## src/rtl/md_dispatch.sv

```systemverilog
// -----------------------------------------------------------------------------
// md_dispatch
// Hands multiply/divide operations from the pipeline to the multiply-divide
// unit, one operation at a time. Each operation is shown to the unit for exactly
// one cycle. The block then waits for the unit to finish and captures HI/LO
// reads for the pipeline.
//
// Optional feature: define MD_DISPATCH_TIMEOUT_EN to add a WAIT watchdog. It
// sets the sticky err output and forces IDLE after WAIT_LIMIT counted WAIT
// cycles. A WAIT cycle is counted only while req is low.
//
// Ports
//   clk, rst          clock; synchronous active-high reset
//   req               exception/interrupt flush (unit commits nothing while high)
//   in_valid, in_op   pipeline MD operation request (op 0 = none)
//   in_rs, in_rt      operands
//   stall             pipeline must hold its MD instruction (combinational)
//   md_op/md_rs/md_rt registered operation and operands to the unit
//   md_busy           unit busy (counter running or start op on md_op)
//   md_out            unit HI/LO read data, combinational from md_op
//   rd_data, rd_valid captured mflo/mfhi result and its one-cycle strobe
//   err               sticky timeout flag (MD_DISPATCH_TIMEOUT_EN only)
// -----------------------------------------------------------------------------
module md_dispatch #(
    parameter int unsigned WAIT_LIMIT = 16
) (
    input  logic        clk,
    input  logic        rst,
    input  logic        req,
    input  logic        in_valid,
    input  logic [3:0]  in_op,
    input  logic [31:0] in_rs,
    input  logic [31:0] in_rt,
    output logic        stall,
    output logic [3:0]  md_op,
    output logic [31:0] md_rs,
    output logic [31:0] md_rt,
    input  logic        md_busy,
    input  logic [31:0] md_out,
    output logic [31:0] rd_data,
    output logic        rd_valid
`ifdef MD_DISPATCH_TIMEOUT_EN
    ,
    output logic        err
`endif
);

    localparam logic [1:0] IDLE  = 2'd0;
    localparam logic [1:0] ISSUE = 2'd1;
    localparam logic [1:0] WAIT  = 2'd2;

    localparam logic [3:0] OP_NONE = 4'd0;
    localparam logic [3:0] OP_MULT = 4'd1;
    localparam logic [3:0] OP_DIVU = 4'd4;
    localparam logic [3:0] OP_MFLO = 4'd5;
    localparam logic [3:0] OP_MFHI = 4'd6;

    // A zero limit would time out before the unit can ever finish.
    if (WAIT_LIMIT == 0) begin : g_limit_check
        $error("md_dispatch: WAIT_LIMIT must be at least 1");
    end

    logic [1:0] state;
    logic [1:0] state_nx;
    logic       in_ready;
    logic       accept;
    logic       md_start;
    logic       md_read;
    logic       capture;

`ifdef MD_DISPATCH_TIMEOUT_EN
    localparam int unsigned CNT_W = (WAIT_LIMIT > 1) ? $clog2(WAIT_LIMIT) : 1;

    logic [CNT_W-1:0] wait_cnt;
    logic             timeout;
`endif

    // Next-state and handshake decode. md_busy only steers the state, never md_op.
    always_comb begin
        state_nx = state;
        capture  = 1'b0;
`ifdef MD_DISPATCH_TIMEOUT_EN
        timeout  = 1'b0;
`endif
        in_ready = (state == IDLE) && !req;
        stall    = in_valid && !in_ready;
        accept   = in_valid && in_ready && (in_op != OP_NONE);
        md_start = (md_op >= OP_MULT) && (md_op <= OP_DIVU);
        md_read  = (md_op == OP_MFLO) || (md_op == OP_MFHI);

        case (state)
            IDLE: begin
                if (accept) begin
                    state_nx = ISSUE;
                end
            end
            ISSUE: begin
                // The flush drops the op: the unit saw req high and committed nothing.
                if (req) begin
                    state_nx = IDLE;
                end else if (md_start) begin
                    state_nx = WAIT;
                end else begin
                    capture  = md_read;
                    state_nx = IDLE;
                end
            end
            WAIT: begin
                // The unit counter is frozen while req is high, so WAIT holds as well.
                if (!req) begin
                    if (!md_busy) begin
                        state_nx = IDLE;
                    end
`ifdef MD_DISPATCH_TIMEOUT_EN
                    else if (wait_cnt == CNT_W'(WAIT_LIMIT - 1)) begin
                        timeout  = 1'b1;
                        state_nx = IDLE;
                    end
`endif
                end
            end
            default: begin
                state_nx = IDLE;
            end
        endcase
    end

    // State register.
    always_ff @(posedge clk) begin
        if (rst) begin
            state <= IDLE;
        end else begin
            state <= state_nx;
        end
    end

    // Unit-side registers. md_op is only nonzero for the single ISSUE cycle.
    always_ff @(posedge clk) begin
        if (rst) begin
            md_op    <= OP_NONE;
            md_rs    <= 32'd0;
            md_rt    <= 32'd0;
            rd_data  <= 32'd0;
            rd_valid <= 1'b0;
        end else begin
            md_op    <= accept ? in_op : OP_NONE;
            rd_valid <= capture;
            if (accept) begin
                md_rs <= in_rs;
                md_rt <= in_rt;
            end
            if (capture) begin
                rd_data <= md_out;
            end
        end
    end

`ifdef MD_DISPATCH_TIMEOUT_EN
    // WAIT watchdog: counts WAIT cycles with req low and clears outside WAIT.
    always_ff @(posedge clk) begin
        if (rst) begin
            wait_cnt <= '0;
            err      <= 1'b0;
        end else begin
            if (state != WAIT) begin
                wait_cnt <= '0;
            end else if (!req) begin
                wait_cnt <= wait_cnt + CNT_W'(1);
            end
            if (timeout) begin
                err <= 1'b1;
            end
        end
    end
`endif

endmodule

```

## config.mk

```make
export PLATFORM = sky130hd
export DESIGN_NAME = md_dispatch
export DESIGN_NICKNAME = d
export VERILOG_FILES = /design/src/rtl/md_dispatch.sv
export SDC_FILE = /design/constraint.sdc
export NUM_CORES = 1
export LEC_CHECK = 0
export CAP_MARGIN = 40
export CORE_MARGIN = 10
export CORE_UTILIZATION = 45
export DETAILED_ROUTE_END_ITERATION = 8
export PLACE_DENSITY = 0.86
export SETUP_SLACK_MARGIN = 0.3
export SLEW_MARGIN = 25
export SYNTH_ARGS = -nofsm -noshare
export SYNTH_HDL_FRONTEND = slang
export SYNTH_SLANG_ARGS = --single-unit
```

## constraint.sdc

```tcl
create_clock -name clk -period 2.5 [get_ports clk]
set_clock_uncertainty 0.05 [all_clocks]
set_input_delay 0.375 -clock clk [delete_from_list [all_inputs] [get_ports clk]]
set_output_delay 0.375 -clock clk [all_outputs]
set_load 0.1 [all_outputs]
```

# Yosys cells after proc, flatten, opt, wreduce, memory -nomap -nowiden

Index checks and enable logic that the tools add are counted.

Bitwise logic cells: 1
Reductions and logical operators: 12
Muxes and demuxes: 9
$lt $le $gt $ge: 2
Equality and inequality tests: 7

Operators with widths:

| cell                                                                                | number |
|---|---|
| 2-bit two-way mux                                                                   | 5 |
| 4-bit by 3-bit == test with 1-bit output, second input constant                     | 2 |
| 2-bit != test, second input constant                                                | 3 |
| 2-bit one-hot mux with 3 select lines                                               | 1 |
| 1-bit logical AND                                                                   | 5 |
| 4-bit by 1-bit greater-or-equal comparator with 1-bit output, second input constant | 1 |
| 4-bit by 3-bit less-or-equal comparator with 1-bit output, second input constant    | 1 |
| 4-bit nonzero test                                                                  | 1 |
| 1-bit two-way mux                                                                   | 3 |
| 3-bit AND reduction                                                                 | 1 |
| 2-bit by 1-bit == test with 1-bit output, second input constant                     | 1 |
| 2-bit == test, second input constant                                                | 1 |
| 1-bit zero test                                                                     | 2 |
| 2-bit zero test                                                                     | 1 |
| 2-bit OR reduction                                                                  | 1 |
| 1-bit logical OR                                                                    | 1 |
| 1-bit inverter                                                                      | 1 |

Output and inout port bits: 102
Logic and storage cells: 37
Input bits: 105
Bits in registers: 103

# Logic depth before layout (Yosys ltp)

Depth after elaboration: 6
Depth in mapped cells: 5
Mapped depth without buffers: 3

# Worst setup path after synthesis

Ideal clock, no wire load.

Kind: register to register
Start point: register md_op[1]
End point: register rd_data[10]
Setup slack: 0.479 ns
Data required time: 2.378 ns
Period minus slack after synthesis: 2.021 ns
Data arrival time: 1.899 ns
Stages on the path, launching flop included: 6
Path through: dfxtp_1 xor2_1 and3_1 buf_2 buf_2 mux2i_1

Longest elaborated chain between the ends: 5
Elaborated cells on any way between the ends: 9

RTL lines:

| what                                                                                       | line   | source |
|---|---|---|
| start, declared                                                                            | 35     | `output logic [3:0] md_op,` |
| start signal, assigned                                                                     | 146    | `md_op <= accept ? in_op : OP_NONE;` |
| 4-bit by 1-bit greater-or-equal comparator with 1-bit output, or another cell as far along | 88     | `md_start = (md_op >= OP_MULT) && (md_op <= OP_DIVU);` |
| 1-bit logical AND / 1-bit logical OR (equally long branches)                               | 88, 89 |  |
| 1-bit two-way mux *                                                                        | 101    | `end else if (md_start) begin` |
| 1-bit two-way mux *                                                                        | 99     | `if (req) begin` |
| 1-bit two-way mux *                                                                        | 91     | `case (state)` |
| end signal, assigned                                                                       | 153    | `rd_data <= md_out;` |
| end, declared                                                                              | 40     | `output logic [31:0] rd_data,` |

Mark *: on every way between the ends. The rest lies on a longest branch, timed or not.
A chain may end at the register's enable or synchronous reset.

# Worst setup path in the final report

Start point: input port req
End point: register md_rs[23]

Longest elaborated chain between the ends: 4

RTL lines:

| what                           | line | source |
|---|---|---|
| start, declared                | 29   | `input logic req,` |
| 1-bit zero test                | n/a  |  |
| 1-bit logical AND              | 85   | `in_ready = (state == IDLE) && !req;` |
| 1-bit logical AND (2 in a row) | 87   | `accept = in_valid && in_ready && (in_op != OP_NONE);` |
| end signal, assigned           | 149  | `md_rs <= in_rs;` |
| end, declared                  | 36   | `output logic [31:0] md_rs,` |

Every way passes these cells.

==> results.md <==
Status
• complete, no violations — outcome

Synthesis
• 44.87% — area share of the largest cell type after synthesis
• sky130_fd_sc_hd__dfxtp_1 (45%), sky130_fd_sc_hd__nand2b_1 (26%), sky130_fd_sc_hd__mux2i_1 (21%), sky130_fd_sc_hd__buf_12 (2.6%), sky130_fd_sc_hd__clkbuf_1 (1.7%) — top post-synthesis cells by area
• 0 — yosys warns
• 23 — library cells used by synthesis
• 10.37 µm² — mean cell area of the mapped netlist
• sky130_fd_sc_hd__dfxtp_1 — top_reg_cell synth
• sky130_fd_sc_hd__nand2b_1 — most instantiated library cell after synthesis
• sky130_fd_sc_hd__nand2b_1 (192), sky130_fd_sc_hd__dfxtp_1 (103), sky130_fd_sc_hd__mux2i_1 (96) — top cell types by occurrence after synthesis
• 443 — Post-Synthesis Cells
• 4596 µm² — netlist area before placement
• 44.87% — register area share after synthesis
• 0% — share of flip-flops with an asynchronous set or reset after synthesis
• sky130_fd_sc_hd__dfxtp_1 — largest area contributor in the netlist
• 103 — synthesis-stage register bit count
• 548 — syn_nets
• 0 — number of enable-type register cells in the synthesized netlist

Floorplan
• 9864 µm² — core region area
• 46.59% — initial core utilization
• 14,650 µm² — area enclosed by the die boundary
• 121.1 µm — overall die height
• 207 — top-level port count
• 121.1 µm — Die X-Extent
• 36 — cell row count

CTS
• 0 — post-cts repair resize count
• 9 — Num CTS Buffers
• 0 — total of hold buffers inserted after clock tree synthesis
• done — TritonCTS clock tree
• 0 — post-CTS setup repair buffer count
• 0.09 ns — Clock transition at path regs
• 2 — maximum clock insertion buffer count
• 3 — Clock H-tree levels
• sky130_fd_sc_hd__clkbuf_8 — CTS Root Buffer Type
• 103 — number of sinks handled by clock tree synthesis
• 0.35 ns — clock network latency to the later pin of the worst-skew pair

Critical path
• 0.65 ns — Max stage delay on crit path
• clkdlybuf4s50_1 -> or4b_1 -> nor2_8 -> buf_12 -> mux2i_1 — list of cells traversed by the critical path
• 2.19 ns — arrival time worst endpoint
• flip-flop — nature of the critical path endpoint
• 2.74 ns — required time at the worst-slack endpoint
• in -> reg — start-to-end type of the worst setup path
• 40 — CP Max Fanout
• md_rs[23] — endpoint of the lowest-slack register-to-register path
• state[1] — worst reg2reg startpoint
• 0.65 ns — setup slack of the most critical reg-to-reg path
• sky130_fd_sc_hd__or4b_1 — critical path's slowest cell
• 4 — FF-to-FF path depth
• simple AND/OR/NAND/NOR gates — cell type group with the largest total delay on the critical path
• 2 — CP Buf/Inv Count
• input pin — Critical Path Start Type

Timing
• 510.8 MHz — achievable frequency
• 1.958 ns — Final min period
• 78.31% — fraction of the cycle the final worst path needs
• 75.63% — Slew HR
• 0 — final hold violations
• 0 — number of failing setup endpoints in the final timing report
• 0 ns — total negative slack
• 0.3091 ns — worst hold slack
• 0 — Final Slew Violations
• 0.3605 ns — transition time at the pin with the least slew margin
• no — unrepaired setup endpoints after global routing

Global route
• 16.66% — GRT Resource Usage Total
• 19,560 µm — first-pass GRT wire length
• 119 — largest net degree at the start of global routing
• 3,583 — number of global-route vias before repair
• 0 — global route total overflow
• 0 — number of antenna violations at the first check in global routing

Placed design
• 6451 µm² — total cell area at the placement stage
• 9755 µm — hpwl dp
• 206 — number of buffers inserted by port buffering
• 0.7589 — weighted congestion at the end of routability-driven global placement

Worst hold path
• 2 — Min-Delay Path Depth
• state[1] — Hold EP
• in -> reg — hold crit path type
• rst — hold path startpoint

Power
• 2.650 nW — static leakage power
• 548.1 nW/µm² — total power density per cell area
• 0.3058 mV — worst ir drop on vdd
• 3.642 mW — power after layout

Route
• 3,588 — via count of the routed design
• 12,790 µm — overall routed net length
• 0 — Post-route DRC
• 4 — number of search-and-repair iterations in the first detailed-routing pass
• 0 — DRT antenna net count
• 177 — number of violations reported at the end of detailed-routing iteration 0
• 16.56 µm — detailed-route wire length per cell
• 4.648 — via density per instance

Layout
• 44.60% — Layout Area Growth over Synthesis
• 20.03% — proportion of layout cells with a drive suffix above 1
• 0 — number of antenna diodes
• 6645 µm² — post-layout instance area
• 67.36% — post-layout utilization of the core
• 785 — count of fill cells added during filler insertion
• 739 — NumNets Final

Flow run
• 0 — number of max-cap violations

[flip-flops by register name, indices dropped and copies added (netlist names)]
signal    count
md_op         4
md_rs        32
rd_data      32
rd_valid      1
md_rt        32
state         2
[power by group]
group	switching [mW]	internal, mW	total [mW]
clock network	0.539	0.467	1.01
logic	0.572	0.336	0.908
registers	0.0329	1.70	1.73
total	1.14	2.50	3.64
[layout make-up]
class	count	area (µm²)	area share, %
multi-input combinational	307	2307	34.72
sequential	103	2062	31.03
clock inverter	3	15.01	0.2259
tap	133	166.4	2.504
inverter	1	3.754	0.05649
clock buffer	13	178.9	2.693
timing repair buffer	212	1912	28.77
[layer usage]
layer,vias to the layer above,GRT usage [%],wire (µm)
li1,1803,-,-
met1,1632,19.56,5408
met2,139,26.67,5887
met3,14,6.701,1227
met4,0,6.410,262
met5,-,0,0
[kinds of logic after synthesis]
group,synth area share (%)
simple gates,28.51
flops,44.87
mux,20.91
buf+inv,4.955
compound gates,0.5716
xor+xnor,0.1906
[worst max-delay path by stage]
stage	endpoint	start	cells after the start	slack [ns]
after floorplan	rd_data[10]	md_op[1]	5	0.48
after global placement	md_rs[19]	req	5	0.26
after detailed placement	md_rs[18]	req	5	0.17
after CTS	md_rs[23]	req	5	0.56
after global routing	md_rs[25]	req	5	0.46
final	md_rs[23]	req	5	0.54
[cell usage in the layout, fill, tap and decap left out]
cell / count
sky130_fd_sc_hd__nand2b_1: 192
sky130_fd_sc_hd__buf_4: 104
sky130_fd_sc_hd__clkdlybuf4s50_1: 103
sky130_fd_sc_hd__dfxtp_1: 103
sky130_fd_sc_hd__mux2i_1: 96
sky130_fd_sc_hd__clkbuf_8: 13
sky130_fd_sc_hd__buf_12: 5
sky130_fd_sc_hd__and2_1: 4
sky130_fd_sc_hd__clkinv_2: 3
sky130_fd_sc_hd__o31a_1: 1
sky130_fd_sc_hd__nor4_2: 1
sky130_fd_sc_hd__or4b_1: 1
sky130_fd_sc_hd__nor2_8: 1
sky130_fd_sc_hd__nor4b_1: 1
sky130_fd_sc_hd__xor2_1: 1
sky130_fd_sc_hd__and3_2: 1
sky130_fd_sc_hd__nor3_1: 1
sky130_fd_sc_hd__nor2_1: 1
sky130_fd_sc_hd__or3_1: 1
sky130_fd_sc_hd__o21ai_0: 1
sky130_fd_sc_hd__nand3_1: 1
sky130_fd_sc_hd__inv_1: 1
sky130_fd_sc_hd__o211ai_1: 1
sky130_fd_sc_hd__a21oi_1: 1
sky130_fd_sc_hd__nor2b_1: 1
[stage by stage]
stage / worst slack [ns] / std cells
finish: 0.5423 / 772
global route: 0.4611 / 772
CTS: 0.5601 / 772
detailed placement: 0.1677 / 756
global placement: 0.2574 / 756
floorplan: 0.4795 / 443
Note: power is estimated with default switching activity, not from simulation.
